<file path="src/rtl/sig_acq_pkg.sv">
`default_nettype none
// ============================================================================
//  Module   : sig_acq_pkg
//  Brief    : Shared types and default widths for the signal-acquisition blocks
//  Revision : 1.0  initial release
// ============================================================================
package sig_acq_pkg;

  localparam int unsigned CNT_W_DEF   = 32;
  localparam int unsigned BURST_W_DEF = 16;

  typedef enum logic [0:0] {
    ST_IDLE = 1'b0,
    ST_RUN  = 1'b1
  } pg_state_e;

endpackage
`default_nettype wire

</file>
<file path="src/rtl/pulse_gen_timer.sv">
`default_nettype none
// ============================================================================
//  Module   : pulse_gen_timer
//  Brief    : Phase counter, period-boundary detect and pulse compare
//  Revision : 1.0  initial release
// ============================================================================
module pulse_gen_timer
  import sig_acq_pkg::*;
#(
  parameter int unsigned CNT_W = CNT_W_DEF
) (
  input  logic             clk,
  input  logic             rst,         // asynchronous, active-low
  input  logic             run_i,       // controller is in RUN
  input  logic             start_i,     // start edge: begin at phase 1
  input  logic             clear_i,     // abort / burst end: drop pulse
  input  logic [CNT_W-1:0] period_act_i,
  input  logic [CNT_W-1:0] width_act_i,
  input  logic [CNT_W-1:0] width_new_i, // width that applies to a new period
  output logic             boundary_o,
  output logic             pulse_o
);

  logic [CNT_W-1:0] ph_q;
  logic             pulse_q;

  // Phase 1..period_act; the last phase is the boundary, so ph never wraps.
  assign boundary_o = run_i && (ph_q == period_act_i);
  assign pulse_o    = pulse_q;

  // Advance the phase and compute the pulse level for the next cycle.
  always_ff @(posedge clk or negedge rst) begin
    if (!rst) begin
      ph_q    <= '0;
      pulse_q <= 1'b0;
    end else if (clear_i) begin
      ph_q    <= '0;
      pulse_q <= 1'b0;
    end else if (start_i || boundary_o) begin
      ph_q    <= CNT_W'(1);
      pulse_q <= (width_new_i != '0);
    end else if (run_i) begin
      ph_q    <= ph_q + CNT_W'(1);
      pulse_q <= (ph_q < width_act_i);
    end
  end

endmodule
`default_nettype wire

</file>
<file path="src/rtl/pulse_gen.sv">
`default_nettype none
// ============================================================================
//  Module   : pulse_gen
//  Brief    : Programmable periodic / burst pulse generator with glitch-free
//             reconfiguration at period boundaries
//  Revision : 1.0  initial release
// ============================================================================
module pulse_gen
  import sig_acq_pkg::*;
#(
  parameter int unsigned CNT_W   = CNT_W_DEF,
  parameter int unsigned BURST_W = BURST_W_DEF
) (
  input  logic               clk,
  input  logic               rst,        // asynchronous, active-low
  input  logic               ena,
  input  logic               cfg_load,
  input  logic [CNT_W-1:0]   period_in,
  input  logic [CNT_W-1:0]   width_in,
  input  logic [BURST_W-1:0] burst_in,
  output logic               pulse,
  output logic               busy,
  output logic               done,
  output logic [BURST_W-1:0] period_cnt
);

  pg_state_e          state_q;
  logic               ena_q;
  logic               busy_q;
  logic               done_q;
  logic [BURST_W-1:0] cnt_q;

  logic [CNT_W-1:0]   per_pend_q, wid_pend_q;
  logic [BURST_W-1:0] bur_pend_q;
  logic [CNT_W-1:0]   per_act_q,  wid_act_q;
  logic [BURST_W-1:0] bur_act_q;

  // Values that would become active on this edge: a same-edge cfg_load wins
  // over the pending set, so a start or boundary uses freshly loaded values.
  logic [CNT_W-1:0]   per_d, wid_d;
  logic [BURST_W-1:0] bur_d;
  logic [BURST_W-1:0] cnt_d;
  logic               start, abort, finish, clear, boundary;

  assign per_d  = cfg_load ? period_in : per_pend_q;
  assign wid_d  = cfg_load ? width_in  : wid_pend_q;
  assign bur_d  = cfg_load ? burst_in  : bur_pend_q;

  // Saturating completed-period count.
  assign cnt_d  = (cnt_q == '1) ? cnt_q : cnt_q + BURST_W'(1);

  assign start  = (state_q == ST_IDLE) && ena && !ena_q && (per_d != '0);
  assign abort  = (state_q == ST_RUN) && !ena;
  assign finish = (state_q == ST_RUN) && ena && boundary &&
                  (bur_act_q != '0) && (cnt_d == bur_act_q);
  assign clear  = abort || finish;

  assign busy       = busy_q;
  assign done       = done_q;
  assign period_cnt = cnt_q;

  pulse_gen_timer #(
    .CNT_W (CNT_W)
  ) u_timer (
    .clk          (clk),
    .rst          (rst),
    .run_i        (state_q == ST_RUN),
    .start_i      (start),
    .clear_i      (clear),
    .period_act_i (per_act_q),
    .width_act_i  (wid_act_q),
    .width_new_i  (wid_d),
    .boundary_o   (boundary),
    .pulse_o      (pulse)
  );

  // Control FSM, configuration registers and burst accounting.
  always_ff @(posedge clk or negedge rst) begin
    if (!rst) begin
      state_q    <= ST_IDLE;
      ena_q      <= 1'b0;
      busy_q     <= 1'b0;
      done_q     <= 1'b0;
      cnt_q      <= '0;
      per_pend_q <= '0;
      wid_pend_q <= '0;
      bur_pend_q <= '0;
      per_act_q  <= '0;
      wid_act_q  <= '0;
      bur_act_q  <= '0;
    end else begin
      ena_q  <= ena;
      done_q <= 1'b0;

      if (cfg_load) begin
        per_pend_q <= period_in;
        wid_pend_q <= width_in;
        bur_pend_q <= burst_in;
      end

      case (state_q)
        ST_IDLE: begin
          // Nothing is running, so the active set tracks pending directly.
          per_act_q <= per_d;
          wid_act_q <= wid_d;
          bur_act_q <= bur_d;
          if (start) begin
            state_q <= ST_RUN;
            busy_q  <= 1'b1;
            cnt_q   <= '0;
          end
        end

        ST_RUN: begin
          if (abort) begin
            state_q <= ST_IDLE;
            busy_q  <= 1'b0;
          end else if (boundary) begin
            // Only swap configuration between periods.
            cnt_q     <= cnt_d;
            per_act_q <= per_d;
            wid_act_q <= wid_d;
            bur_act_q <= bur_d;
            if (finish) begin
              state_q <= ST_IDLE;
              busy_q  <= 1'b0;
              done_q  <= 1'b1;
            end
          end
        end

        default: begin
          state_q <= ST_IDLE;
          busy_q  <= 1'b0;
        end
      endcase
    end
  end

endmodule
`default_nettype wire

</file>
<file path="config.mk">
export PLATFORM = sky130hd
export DESIGN_NAME = pulse_gen
export DESIGN_NICKNAME = d
export VERILOG_FILES = /design/src/rtl/sig_acq_pkg.sv /design/src/rtl/pulse_gen_timer.sv /design/src/rtl/pulse_gen.sv
export SDC_FILE = /design/constraint.sdc
export NUM_CORES = 1
export LEC_CHECK = 0
export ABC_AREA = 0
export BUFFER_PORTS_ARGS = -buffer_cell sky130_fd_sc_hd__buf_2
export CAP_MARGIN = 20
export CORE_AREA = 2 2 136 138
export DETAILED_ROUTE_END_ITERATION = 12
export DIE_AREA = 0 0 138 140
export PLACE_DENSITY = 0.78
export SYNTH_ARGS = -nofsm -noshare
export SYNTH_HDL_FRONTEND = slang
export SYNTH_HIERARCHICAL = 1
export SYNTH_SLANG_ARGS = --single-unit
</file>
<file path="constraint.sdc">
create_clock -name clk -period 4.3 [get_ports clk]
set_input_delay 0.645 -clock clk [delete_from_list [all_inputs] [get_ports clk]]
set_output_delay 0.645 -clock clk [all_outputs]
set_load 0.01 [all_outputs]
</file>
After elaboration in Yosys (flattened, before gate mapping)
Cells that the tools add are included.
- register bits: 213
- input bits: 84
- output and inout port bits: 19
- logic and storage cells: 82
- $add $sub $neg: 2
- magnitude comparators: 1
- eq/ne operators: 8
- muxes and demuxes: 37
- bitwise operators: 1
- reductions and logical operators: 20
- operator list (operator ; number):
    32-bit two-way mux ; 9
    32-bit case mux with 2 select lines ; 2
    16-bit two-way mux ; 7
    16-bit case mux with 2 select lines ; 2
    32-bit nonzero test ; 2
    32-bit by 1-bit adder with 32-bit output, second input constant ; 1
    32-bit == test ; 1
    32-bit less-than comparator ; 1
    16-bit by 1-bit adder with 16-bit output, second input constant ; 1
    16-bit == test ; 1
    16-bit == test, second input constant ; 1
    16-bit nonzero test ; 1
    1-bit two-way mux ; 15
    1-bit logical AND ; 9
    3-bit by 1-bit inequality test with 1-bit output, second input constant ; 2
    3-bit AND reduction ; 2
    2-bit by 1-bit inequality test with 1-bit output, second input constant ; 2
    1-bit case mux with 2 select lines ; 2
    3-bit nonzero test ; 1
    1-bit logical NOT ; 2
    1-bit logical OR ; 2
    2-bit inequality test, second input constant ; 1
    2-bit AND reduction ; 1
    1-bit NOT ; 1

Depth between registers and ports, before layout
- depth in word-level cells: 9
- mapped depth: 16
- depth with buffers taken out: 13

Hierarchy
Netlist, hierarchy kept.
- modules (own cells, without submodules) (module ; times used ; cells an instance ; area each (um^2) ; seq. area each (um^2)):
    pulse_gen ; 1 ; 612 ; 7656.1 ; 4504.3
    pulse_gen_timer ; 1 ; 333 ; 2881.5 ; 825.8

Worst setup path before layout
OpenSTA, ideal clock, no wires.
- path kind: register to register
- start: register cnt_q[0] (netlist: period_cnt[0])
- end: register u_timer.ph_q[10]
- library setup time: 0.122 ns
- data arrival time: 3.122 ns
- required time: 4.178 ns
- slack: 1.056 ns
- stages on the path, launching flop included: 14
- path buffers: 3
- period minus slack after synthesis: 3.244 ns
- cell sequence: dfrtp_1 -> ha_1 -> nand3_1 -> or4_4 -> buf_6 -> mux2i_1 -> xnor2_1 -> a2111o_1 -> a2111oi_4 -> a21o_1 -> or3_1 -> clkbuf_1 -> buf_2 -> nor2_1
- word-level cells in the longest chain between the ends: 6
- elaborated cells between the ends (all ways): 8
- classes of those cells: 1 x add/sub; 2 x eq/ne; 2 x mux; 3 x reduce/logical
- ends and longest elaborated chain (what ; RTL line ; text):
    from (decl) ; pulse_gen.sv:31 ; logic [BURST_W-1:0] cnt_q;
    from (signal assigned) ; pulse_gen.sv:120 ; cnt_q <= cnt_d;
    16-bit by 1-bit adder with 16-bit output or 16-bit == test (tied branches) ; pulse_gen.sv:50 ; assign cnt_d = (cnt_q == '1) ? cnt_q : cnt_q + BURST_W'(1);
    16-bit two-way mux * ; pulse_gen.sv:50 ;
    16-bit == test * ; pulse_gen.sv:55 ; (bur_act_q != '0) && (cnt_d == bur_act_q);
    1-bit logical AND * ; pulse_gen.sv:55 ;
    1-bit logical OR * ; pulse_gen.sv:56 ; assign clear = abort || finish;
    named net clear ; pulse_gen.sv:43 ; logic start, abort, finish, clear, boundary;
    3-bit nonzero test (no line) or 32-bit two-way mux (tied branches) ; n/a ;
    to (signal assigned) ; pulse_gen_timer.sv:43 ; ph_q <= ph_q + CNT_W'(1);
    to (decl) ; pulse_gen_timer.sv:24 ; logic [CNT_W-1:0] ph_q;
The timed path passes the listed nets; every way through them passes the cells marked *.
A chain may end at the register's enable or synchronous reset.

Worst setup path in the final report
- start: register cnt_q[8] (netlist: period_cnt[8])
- end: register u_timer.ph_q[2]
Same word-level chain as after synthesis.

==> flow_results.org <==
** Run status
- Outcome :: finished, final reports clean

** Pwr
- Clock share of power :: 0.382
- Relative contribution of sequential cells to total power :: 0.474
- The internal power of the cells totals 3.73 mW.
- Summed over all nets, the switching power comes to 1.34 mW.
- Combinational cell fraction of total power :: 0.143
- IR analysis of the VDD net gives a maximum drop of 0.352 mV.
- Leakage dissipation :: 5.51 nW
- Switching portion of total power :: 0.265
- Dividing total power by cell area gives a power density of 422 nW/um^2.

** Die
- Die Y :: 140 um
- Horizontal die dimension :: 138 um
- In this run the count of I/O pins placed on the die edge is 103.
- The initial utilization of the core area, before any placement, comes to 0.593.
- Number of standard-cell rows in the floorplan :: 49
- In this run the standard cell core region covers 17800 sq um.
- DIE AREA :: 19300 sq um

** Clock network
- For the worst-skew pair, the clock arrives at the later sink with an insertion delay of 0.50 ns.
- The number of hold buffers added after CTS was 0.
- The clock drives 213 sinks.
- The clock passes through at most 3 buffers.
- CTS Buf Count :: 23
- The number of setup buffers added after CTS is 0.
- Deepest level of the CTS H-tree :: 1
- Total of cells resized after clock tree synthesis :: 0
- TritonCTS built the clock tree.
- Reg clk slew, reported paths :: 0.06 ns
- Cell at the root of the clock tree :: clkbuf_16

** Synth
- Net count of the mapped netlist :: 1062
- Cell count after synthesis :: 945
- Top-area cell type share of the netlist area :: 0.506
- Area fraction in compound gates after synthesis :: 0.0677
- By area the synthesized netlist is led by dfrtp_1, mux2_2, xnor2_1.
- Of the total synthesized cell area, the portion taken by AND, OR, NAND and NOR gates is 0.134.
- Top_reg_cell synth :: dfrtp_1
- Fraction of synthesized area in multiplexers :: 0.145
- Register bit count reported by yosys :: 213
- Share of async-settable or async-resettable flops after synthesis :: 1.00
- Most area-hungry cell type in the Yosys netlist :: dfrtp_1
- Post-synthesis adder-cell area fraction :: 0.0392
- Most frequent cell after synthesis :: dfrtp_1
- The synthesized design contains 0 enable-type register cells.
- The number of different library cells used by synthesis comes to 65.
- Post-synthesis xor/xnor area fraction :: 0.0673
- For this run, the register share of the synthesized area comes to 0.506.
- Cell area after synthesis :: 10500 sq um
- The commonest cells after synthesis are dfrtp_1, mux2_2, nor2_1.
- Dominant combinational cell family by area after synthesis :: multiplexers
- Count of yosys warnings during synthesis :: 6
- A synthesized cell averages 11.2 sq um.

** Drt
- Antenna-violating nets left :: 0
- For this block, the routed nets add up to 23.4 mm of wire.
- For this run, design rule violations remaining after detail routing come to 0.
- Vias :: 7522
- Wire length per cell after detailed routing :: 18.1 um
- Dividing the detail-routed via count by the number of cells gives 5.84.
- The detailed router finished its first iteration with 517 violations.
- Detailed-router iteration count before antenna repair :: 5

** Setup path
- The worst setup path is of the flop to flop kind.
- Startpoint type of the worst setup path :: flop
- Along the worst path, the maximum fanout reaches 31.
- Data on the critical path is required at its endpoint by 4.68 ns.
- Crit end category :: flop
- Arrival time of data at the critical path endpoint :: 4.16 ns

** Placement
- Worst slack at placement :: 0.577 ns
- Routability-driven placement finished with a final weighted congestion of 0.892.
- Final HPWL DP :: 16.4 mm
- Cell area reported after detailed placement :: 11300 sq um
- Port-buffer cells :: 102

** STA
- Slew at the pin closest to its max-slew limit :: 0.920 ns
- Setup repair after global routing left no endpoint under its margin.
- Maximum clock rate :: 265 MHz
- Shortest period the worst path allows :: 3.78 ns
- The worst path meets setup with 0.520 ns of slack.
- The worst pin sits at a relative slew slack of 0.387.
- Setup violations remaining at the end of the flow were counted as 0.
- The clock arrives with 0.00807 ns of skew.
- Final-layout setup total negative slack :: 0 ns
- The number of max-slew violations in the final report came to 0.
- The count of endpoints failing hold in the final timing report is 0.
- Final period util :: 0.879

** GRT
- Vias in the first global route :: 7556
- The first global-routing pass estimated 39.3 mm of wire.
- Across every metal layer, demand over resource in global routing totals 0.247.
- Entering global routing, the biggest net connects 113 pins.
- The number of antenna violations at the first check in global routing is 0.
- Global routing finished with a remaining overflow of 0.

** Min path
- The min-delay analysis places its worst path in the category input port to async pin.

** Finish
- The layout has 1363 filler cells.
- In the final layout, the share of cells above drive strength 1 is 0.267.
- The final layout contains 1161 nets.
- The finished cells cover 12000 sq um.
- 0 antenna diodes ended up in the layout.
- The area growth from synthesis to layout is 14.2%.

** Job
- Max-cap viol count :: 0
-- final timing paths --
check | from | endpoint | slack, ns | cells past startpoint
min in group clk | ena | ena_q | 0.32 | 1
max reg2reg | period_cnt[8] | u_timer/ph_q[2] | 0.52 | 10
min reg2reg | bur_pend_q[15] | bur_pend_q[15] | 0.49 | 1
min | rst | wid_pend_q[17] | 0.24 | 1
max | period_cnt[8] | u_timer/ph_q[2] | 0.52 | 10
max in group asynchronous | rst | bur_pend_q[7] | 3.08 | 2
-- final cells by class --
type	instances	area (sq um)	area share
flip-flops and latches	213	5330	0.443
multi-input cells	625	4780	0.398
clock inverters	9	104	0.00863
clock buffers	31	636	0.0528
repair buffers	115	644	0.0536
inverters	66	248	0.0206
well taps	229	287	0.0238
-- power by group through the flow --
stage / Sequential, mW / Clock, mW / Combinational (mW)
detailed placement: 2.44 / 0 / 0.721
floorplan: 2.37 / 0 / 0.512
global placement: 2.43 / 0 / 0.692
global route: 2.43 / 2.06 / 0.812
finish: 2.41 / 1.94 / 0.728
CTS: 2.40 / 1.97 / 0.736
-- kinds of logic (layout without fill, tap and decap cells) --
logic type      after synthesis  in the layout
compound gates              113            113
xor+xnor                     81             81
fa+ha+maj                    33             33
buf+inv                     107            221
flops                       213            213
mux                         139            139
simple gates                259            259
-- through the flow --
step | total power, mW | std cells | hold slack, ns | util
after floorplan | 2.88 | 945 | 0.349 | -
after CTS | 5.11 | 1288 | 0.302 | 0.677
after global placement | 3.12 | 1248 | 0.475 | 0.635
after detailed placement | 3.16 | 1248 | 0.483 | 0.635
after global routing | 5.30 | 1288 | 0.311 | 0.677
final | 5.08 | 1288 | 0.237 | 0.677
-- worst max-delay path: stages, from the launching register on --
cell and delay [ns]:
dfrtp_1 0.56, nand4_1 0.48, or4_4 0.75, mux2i_1 0.23, xnor2_1 0.09, a2111o_1 0.38, a2111oi_4 0.44, a21o_1 0.17
or3_1 0.12, buf_4 0.32, nor2_1 0.11
-- state kept, by name (all words and copies together) (netlist names) --
signal           count
per_act_q           32
per_pend_q          32
u_timer/ph_q        32
wid_act_q           32
wid_pend_q          32
bur_act_q           16
bur_pend_q          16
period_cnt          16
busy                 1
done                 1
ena_q                1
state_q              1
u_timer/pulse_o      1
-- cell usage in the layout, fill, tap and decap left out, types with 7 or more instances in the layout --
cell type	instances
nand3_1	27
a21oi_1	49
xnor2_1	52
inv_1	66
nand2_1	33
xor2_1	29
buf_4	12
nor4_1	26
nor2_1	80
mux2_2	112
o21ai_0	18
buf_2	100
mux2i_1	27
nand4_1	28
ha_1	33
and3_1	7
dfrtp_1	213
nor3_1	13
clkbuf_16	23
and4_1	10
-- per-layer routing --
layer  part of all wire  vias up  global-route usage
met5                  0        -                   0
met4              0.034        0              0.0784
met3              0.039       51              0.0284
met2               0.49      216               0.417
met1               0.44     3727               0.338
li1                   -     3528                   -
Note: power is estimated with default switching activity, not from simulation.
